File: config.mk
export PLATFORM = sky130hd
export DESIGN_NAME = fast_ring_fetch
export DESIGN_NICKNAME = d
export VERILOG_FILES = /design/src/rtl/fast_pkg.sv /design/src/rtl/fast_ring_fetch.sv
export SDC_FILE = /design/constraint.sdc
export NUM_CORES = 1
export LEC_CHECK = 0
export CAP_MARGIN = 20
export CORE_MARGIN = 2
export CORE_UTILIZATION = 51
export DETAILED_ROUTE_END_ITERATION = 7
export GPL_TIMING_DRIVEN = 0
export PLACE_DENSITY = 0.89
export RECOVER_POWER = 100
export SKIP_LAST_GASP = 1
export SYNTH_ARGS = -nofsm -noshare
export SYNTH_HDL_FRONTEND = slang
export SYNTH_SLANG_ARGS = --single-unit
File: constraint.sdc
create_clock -name clk -period 9.05 [get_ports clk]
set_input_delay 0.905 -clock clk [delete_from_list [all_inputs] [get_ports clk]]
set_output_delay 0.905 -clock clk [all_outputs]
set_load 0.02 [all_outputs]
File: src/rtl/fast_pkg.sv
// Shared definitions for the FAST ring fetcher:
// the radius-3 Bresenham ring offsets and the fetch FSM states.
package fast_pkg;

    localparam int RING_LEN = 16;
    localparam int SLOTS    = RING_LEN + 1;

    localparam logic [4:0] LAST_IDX = 5'd16;

    typedef enum logic [1:0] {
        IDLE,
        ISSUE,
        DRAIN,
        DONE
    } fetch_state_t;

    // Ring pixel k (1..16) lives at entry k-1.
    localparam logic signed [3:0] RING_DX [RING_LEN] = '{
        4'sd0,  4'sd1,  4'sd2,  4'sd3,
        4'sd3,  4'sd3,  4'sd2,  4'sd1,
        4'sd0,  -4'sd1, -4'sd2, -4'sd3,
        -4'sd3, -4'sd3, -4'sd2, -4'sd1
    };

    localparam logic signed [3:0] RING_DY [RING_LEN] = '{
        -4'sd3, -4'sd3, -4'sd2, -4'sd1,
        4'sd0,  4'sd1,  4'sd2,  4'sd3,
        4'sd3,  4'sd3,  4'sd2,  4'sd1,
        4'sd0,  -4'sd1, -4'sd2, -4'sd3
    };

endpackage

File: src/rtl/fast_ring_fetch.sv
// Fetches a center pixel plus its 16-pixel FAST ring from the image SRAM
// and hands all 17 pixels to the scorer in one valid/ready transfer.
module fast_ring_fetch
    import fast_pkg::*;
#(
    parameter int PIXEL_DEPTH = 8,
    parameter int X_MAX       = 16,
    parameter int Y_MAX       = 16,
    localparam int XW         = $clog2(X_MAX) + 1,
    localparam int YW         = $clog2(Y_MAX) + 1
) (
    input  logic                         clk,
    input  logic                         rst,
    input  logic                         start_valid,
    output logic                         start_ready,
    input  logic [XW-1:0]                cx,
    input  logic [YW-1:0]                cy,
    output logic [XW-1:0]                x_addr,
    output logic [YW-1:0]                y_addr,
    output logic                         ren,
    output logic                         wen,
    output logic [PIXEL_DEPTH-1:0]       wdat,
    input  logic [PIXEL_DEPTH-1:0]       rdat,
    output logic                         out_valid,
    input  logic                         out_ready,
    output logic [PIXEL_DEPTH-1:0]       center_px,
    output logic [RING_LEN*PIXEL_DEPTH-1:0] ring_px,
    output logic                         busy
);

    localparam logic [XW-1:0] X_LIM = XW'(X_MAX - 1);
    localparam logic [YW-1:0] Y_LIM = YW'(Y_MAX - 1);

    fetch_state_t state, state_nx;

    logic [4:0]    idx;
    logic [XW-1:0] cx_q;
    logic [YW-1:0] cy_q;

    logic signed [3:0] dx, dy;
    logic [3:0]        slot;
    logic [XW:0]       x_sum;
    logic [YW:0]       y_sum;
    logic              oob;
    logic              accept;

    logic              cap_vld;
    logic [4:0]        cap_idx;
    logic              cap_oob;

    logic [PIXEL_DEPTH-1:0] px_q [SLOTS];

    assign wen  = 1'b0;
    assign wdat = '0;

    assign accept = start_valid & start_ready;

    // Ring entry for the current slot; slot 0 is the center itself.
    always_comb begin
        slot = idx[3:0] - 4'd1;
        dx   = 4'sd0;
        dy   = 4'sd0;
        if (idx != 5'd0) begin
            dx = RING_DX[slot];
            dy = RING_DY[slot];
        end
    end

    // Center plus offset with one guard bit so the bounds test sees the true sign.
    always_comb begin
        x_sum = {cx_q[XW-1], cx_q} + {{(XW-3){dx[3]}}, dx};
        y_sum = {cy_q[YW-1], cy_q} + {{(YW-3){dy[3]}}, dy};
        oob   = 1'b0;
        if (x_sum[XW] || (x_sum[XW-1:0] > X_LIM)) begin
            oob = 1'b1;
        end
        if (y_sum[YW] || (y_sum[YW-1:0] > Y_LIM)) begin
            oob = 1'b1;
        end
    end

    // State register.
    always_ff @(posedge clk) begin
        if (rst) begin
            state <= IDLE;
        end else begin
            state <= state_nx;
        end
    end

    // Next state and image-port / handshake outputs.
    always_comb begin
        state_nx    = state;
        start_ready = 1'b0;
        out_valid   = 1'b0;
        busy        = 1'b1;
        ren         = 1'b0;
        x_addr      = '0;
        y_addr      = '0;
        unique case (state)
            IDLE: begin
                busy        = 1'b0;
                start_ready = ~rst;
                if (start_valid && !rst) begin
                    state_nx = ISSUE;
                end
            end
            ISSUE: begin
                ren    = ~oob;
                x_addr = x_sum[XW-1:0];
                y_addr = y_sum[YW-1:0];
                if (idx == LAST_IDX) begin
                    state_nx = DRAIN;
                end
            end
            DRAIN: begin
                state_nx = DONE;
            end
            DONE: begin
                out_valid = 1'b1;
                if (out_ready) begin
                    state_nx = IDLE;
                end
            end
            default: begin
                state_nx = IDLE;
            end
        endcase
    end

    // Center latch and issue counter.
    always_ff @(posedge clk) begin
        if (rst) begin
            idx  <= '0;
            cx_q <= '0;
            cy_q <= '0;
        end else if (accept) begin
            idx  <= '0;
            cx_q <= cx;
            cy_q <= cy;
        end else if (state == ISSUE) begin
            if (idx == LAST_IDX) begin
                idx <= '0;
            end else begin
                idx <= idx + 5'd1;
            end
        end
    end

    // Track which slot the returning read data belongs to.
    always_ff @(posedge clk) begin
        if (rst) begin
            cap_vld <= 1'b0;
            cap_idx <= '0;
            cap_oob <= 1'b0;
        end else begin
            cap_vld <= (state == ISSUE);
            cap_idx <= idx;
            cap_oob <= oob;
        end
    end

    // Capture read data, forcing off-image slots to zero.
    always_ff @(posedge clk) begin
        if (rst) begin
            for (int i = 0; i < SLOTS; i++) begin
                px_q[i] <= '0;
            end
        end else begin
            for (int i = 0; i < SLOTS; i++) begin
                if (cap_vld && (cap_idx == 5'(i))) begin
                    px_q[i] <= cap_oob ? '0 : rdat;
                end
            end
        end
    end

    // Pack the ring into the parallel output bus.
    always_comb begin
        center_px = px_q[0];
        ring_px   = '0;
        for (int k = 0; k < RING_LEN; k++) begin
            ring_px[k*PIXEL_DEPTH +: PIXEL_DEPTH] = px_q[k+1];
        end
    end

endmodule

==> out/metrics.csv <==
stage,metric,value,unit
status,outcome,finished with violations,
status,failed_checks,DRC,
worst_setup_path,crit_required,8.15,ns
power_and_ir_drop,powerDensity,238,mW/mm^2
grt,grt_overflow,0,
finish,layout_common_cells,"152 x dlygate4sd3_1, 136 x edfxtp_1, 30 x nand2_1",
timing,setup_tns,0,ns
timing,rsz0062_at_grt,no,
worst_setup_path,startpoint,idx[0]$_SDFFE_PP0P_,
timing,drv_slew,0,
hold_path,hold-path-cell-count,2,
grt,gr-usage-met1,31.5,%
grt,grt_pass1_vias,4118,
finish,area_growth,42.2,%
clocking,htreeDepth,4,
synthesis,synth_area_leader_cell,edfxtp_1,
clocking,post_cts_resize_count,0,
worst_setup_path,startpoint_type,flop,
synthesis,synth_warnings,0,
route,drt_iter0_markers,306,
floorplan,die_w,113,um
floorplan,row_count,39,
placed_design,place_hpwl,10.3,mm
synthesis,ys.flop_type,edfxtp_1,
synthesis,ys_seq_elements,160,
floorplan,io_pins,181,
worst_setup_path,max_stage_delay,0.71,ns
synthesis,ys_top_cells_by_area,"edfxtp_1 67%, dfxtp_1 7.9%, ha_1 3.5%",
job,drv_cap,0,
worst_setup_path,crit_type,reg -> out,
placed_design,place_congestion,0.842,
synthesis,synth_edf_count,136,
worst_setup_path,r2r_cells,14,
synthesis,netlist_area,0.00607,mm^2
floorplan,dieArea,0.0128,mm^2
clocking,clock-sinks,160,
synthesis,netlist_instances,403,
grt,antenna_found_initial,0,
grt,met3_usage,5.46,%
power_and_ir_drop,ir_drop,154,uV
finish,final_nets,659,
route,drt_wl_total,15.4,mm
timing,post-route-period-util,64.3,%
grt,grt_most_used_layer,met2,
worst_setup_path,reg2reg_to,cap_oob$_SDFF_PP0_,
worst_setup_path,crit_slowest_cell,dlygate4sd3_1,
grt,use_met2,41.6,%
worst_setup_path,critPathTopFamily,buffers and inverters,
hold_path,hold_start,cy_q[0]$_SDFFE_PP0P_,
finish,diodes,0,
route,post-route-drc-count,20,
route,wl_per_cell,19.9,um
worst_setup_path,path_cells,clkbuf_1 -> inv_1 -> ha_1 -> nor2b_1 -> or2_2 -> a211oi_1 -> ha_1 -> inv_1 -> fa_1 -> nand3b_1 -> and2_0 -> o22ai_1 -> nand2_1 -> nor4_1 -> dlygate4sd3_1,
timing,finalSetupViolCount,0,
worst_setup_path,crit_fanout,8,
timing,fin_skew,0.00820,ns
synthesis,postSynthAreaPerCell,15.1,um^2
worst_setup_path,reg2reg_slack,5.09,ns
worst_setup_path,worstPathArrival,4.92,ns
timing,fmax,0.172,GHz
timing,hold_slack,0.474,ns
worst_setup_path,endpoint_kind,output pin,
clocking,postCtsSetupRepairBufs,0,
grt,grt_max_degree,18,
route,drtAntennaViolNets,0,
timing,max-slew-margin-rel,16.9,%
finish,layout-drive-gt1-share,7.77,%
hold_path,hold_class,reg -> reg,
placed_design,io_buffers,171,
clocking,clk_pin_slew,0.06,ns
route,viasPerCell,5.37,
clocking,hold_buffers,0,
synthesis,synth_cell_types,50,
power_and_ir_drop,leakage,3.39,nW
clocking,cts_root_buf,clkbuf_16,
clocking,cts_buffers,17,
timing,final.min_clock_period,5.82,ns
worst_setup_path,crit_buf_inv,4,
finish,final_common_cell,dlygate4sd3_1,
route,drtPass1Iterations,7,
floorplan,die_y,113,um
worst_setup_path,timing.rr.start,idx[0]$_SDFFE_PP0P_,
floorplan,start_util,52.7,%
hold_path,hold_path_end,cy_q[0]$_SDFFE_PP0P_,
route,vias,4154,
grt,gr-usage-all-layers,24.5,%
grt,grt_pass1_wl,23.3,mm
clocking,cts_tree,done,
timing,timing_hold_violations_final,0,
floorplan,core,0.0115,mm^2
synthesis,ys_seq_area_share,75.2,%
synthesis,netlist.area_leader.share,67.3,%
synthesis,async_flop_share,0,%
clocking,clkLatencyLatePin,0.41,ns
timing,tightestPinTransition,1.25,ns
clocking,cts_buffer_depth,2,
-- registers in the layout, indices dropped and copies added (netlist names) --
signal / count
cap_idx: 5
cap_oob: 1
cap_vld: 1
cx_q: 5
cy_q: 5
idx: 5
px_q: 136
state: 2
-- kinds of logic after synthesis --
group                      count (synthesis)  synth area share [%]
DFF                                      160                  75.2
and+or+nand+nor                          108                  9.09
AOI/OAI and AO/OA                         65                  6.68
buffers and inverters                     39                  3.03
adders and majority gates                 19                  4.16
xor gates and xnor gates                   8                  1.28
muxes                                      3                 0.495
other                                      1                0.0618
-- synthesized netlist by cell type (3+ instances only) --
cell and count:
a21oi_1 21, o21ai_0 18, buf_2 3, nand2b_1 6
buf_4 9, nor3_1 6, o31ai_1 4, and2_1 13
xnor2_1 3, dfxtp_1 24, nand3_1 3, mux2i_1 3
nor3b_1 3, nor2_1 27, clkbuf_1 8, nor2b_1 7
xor2_1 4, edfxtp_1 136, ha_1 17, nand2_1 30
inv_1 18
-- cell type report --
class	count	area, um^2
buffer	21	115
clock inverter	14	155
fill	708	2880
sequential	160	4560
multi-input combinational	212	1350
clock buffer	18	429
timing repair buffer	188	1780
inverter	18	67.6
tap	143	179
-- per-layer routing --
layer / routed length, um / vias up
met5: 0 / -
met2: 7720 / 273
li1: - / 1884
met4: 248 / 0
met1: 6170 / 1980
met3: 1290 / 17
-- worst reg2reg max path, delay by kind of cell, from the launching register on --
kind / cells / cell delay [ns]
and+or+nand+nor: 5 / 1.02
AOI/OAI and AO/OA: 3 / 0.80
adders and majority gates: 3 / 0.97
buffers and inverters: 3 / 0.65
DFF: 1 / 0.40
-- where the power goes --
part	total, mW	internal (mW)	leakage, nW	switching [mW]
Combinational	0.455	0.177	1.53	0.277
Sequential	0.900	0.871	1.60	0.0292
Clock	0.698	0.410	0.266	0.288
Total	2.05	1.46	3.39	0.595
-- stage by stage --
stage / cells / area, um^2 / total power, mW / util, % / setup WS, ns
2_1_floorplan: 411 / 6100 / 1.19 / - / 4.64
3_3_place_gp: 725 / 7990 / 1.37 / 69.4 / 4.12
3_5_place_dp: 730 / 8020 / 1.39 / 69.6 / 4.03
4_1_cts: 762 / 8600 / 2.08 / 74.7 / 3.54
5_1_grt: 774 / 8630 / 2.14 / 75.0 / 2.84
6_report: 774 / 8630 / 2.05 / 75.0 / 3.23
-- worst max-delay path by stage --
stage           to  slack (ns)  depth (start not counted)
2_1_floorplan  ren        4.64                         14
3_3_place_gp   ren        4.12                         15
3_5_place_dp   ren        4.03                         15
4_1_cts        ren        3.54                         15
5_1_grt        ren        2.84                         15
6_report       ren        3.23                         15
Note: power is estimated with default switching activity, not from simulation.
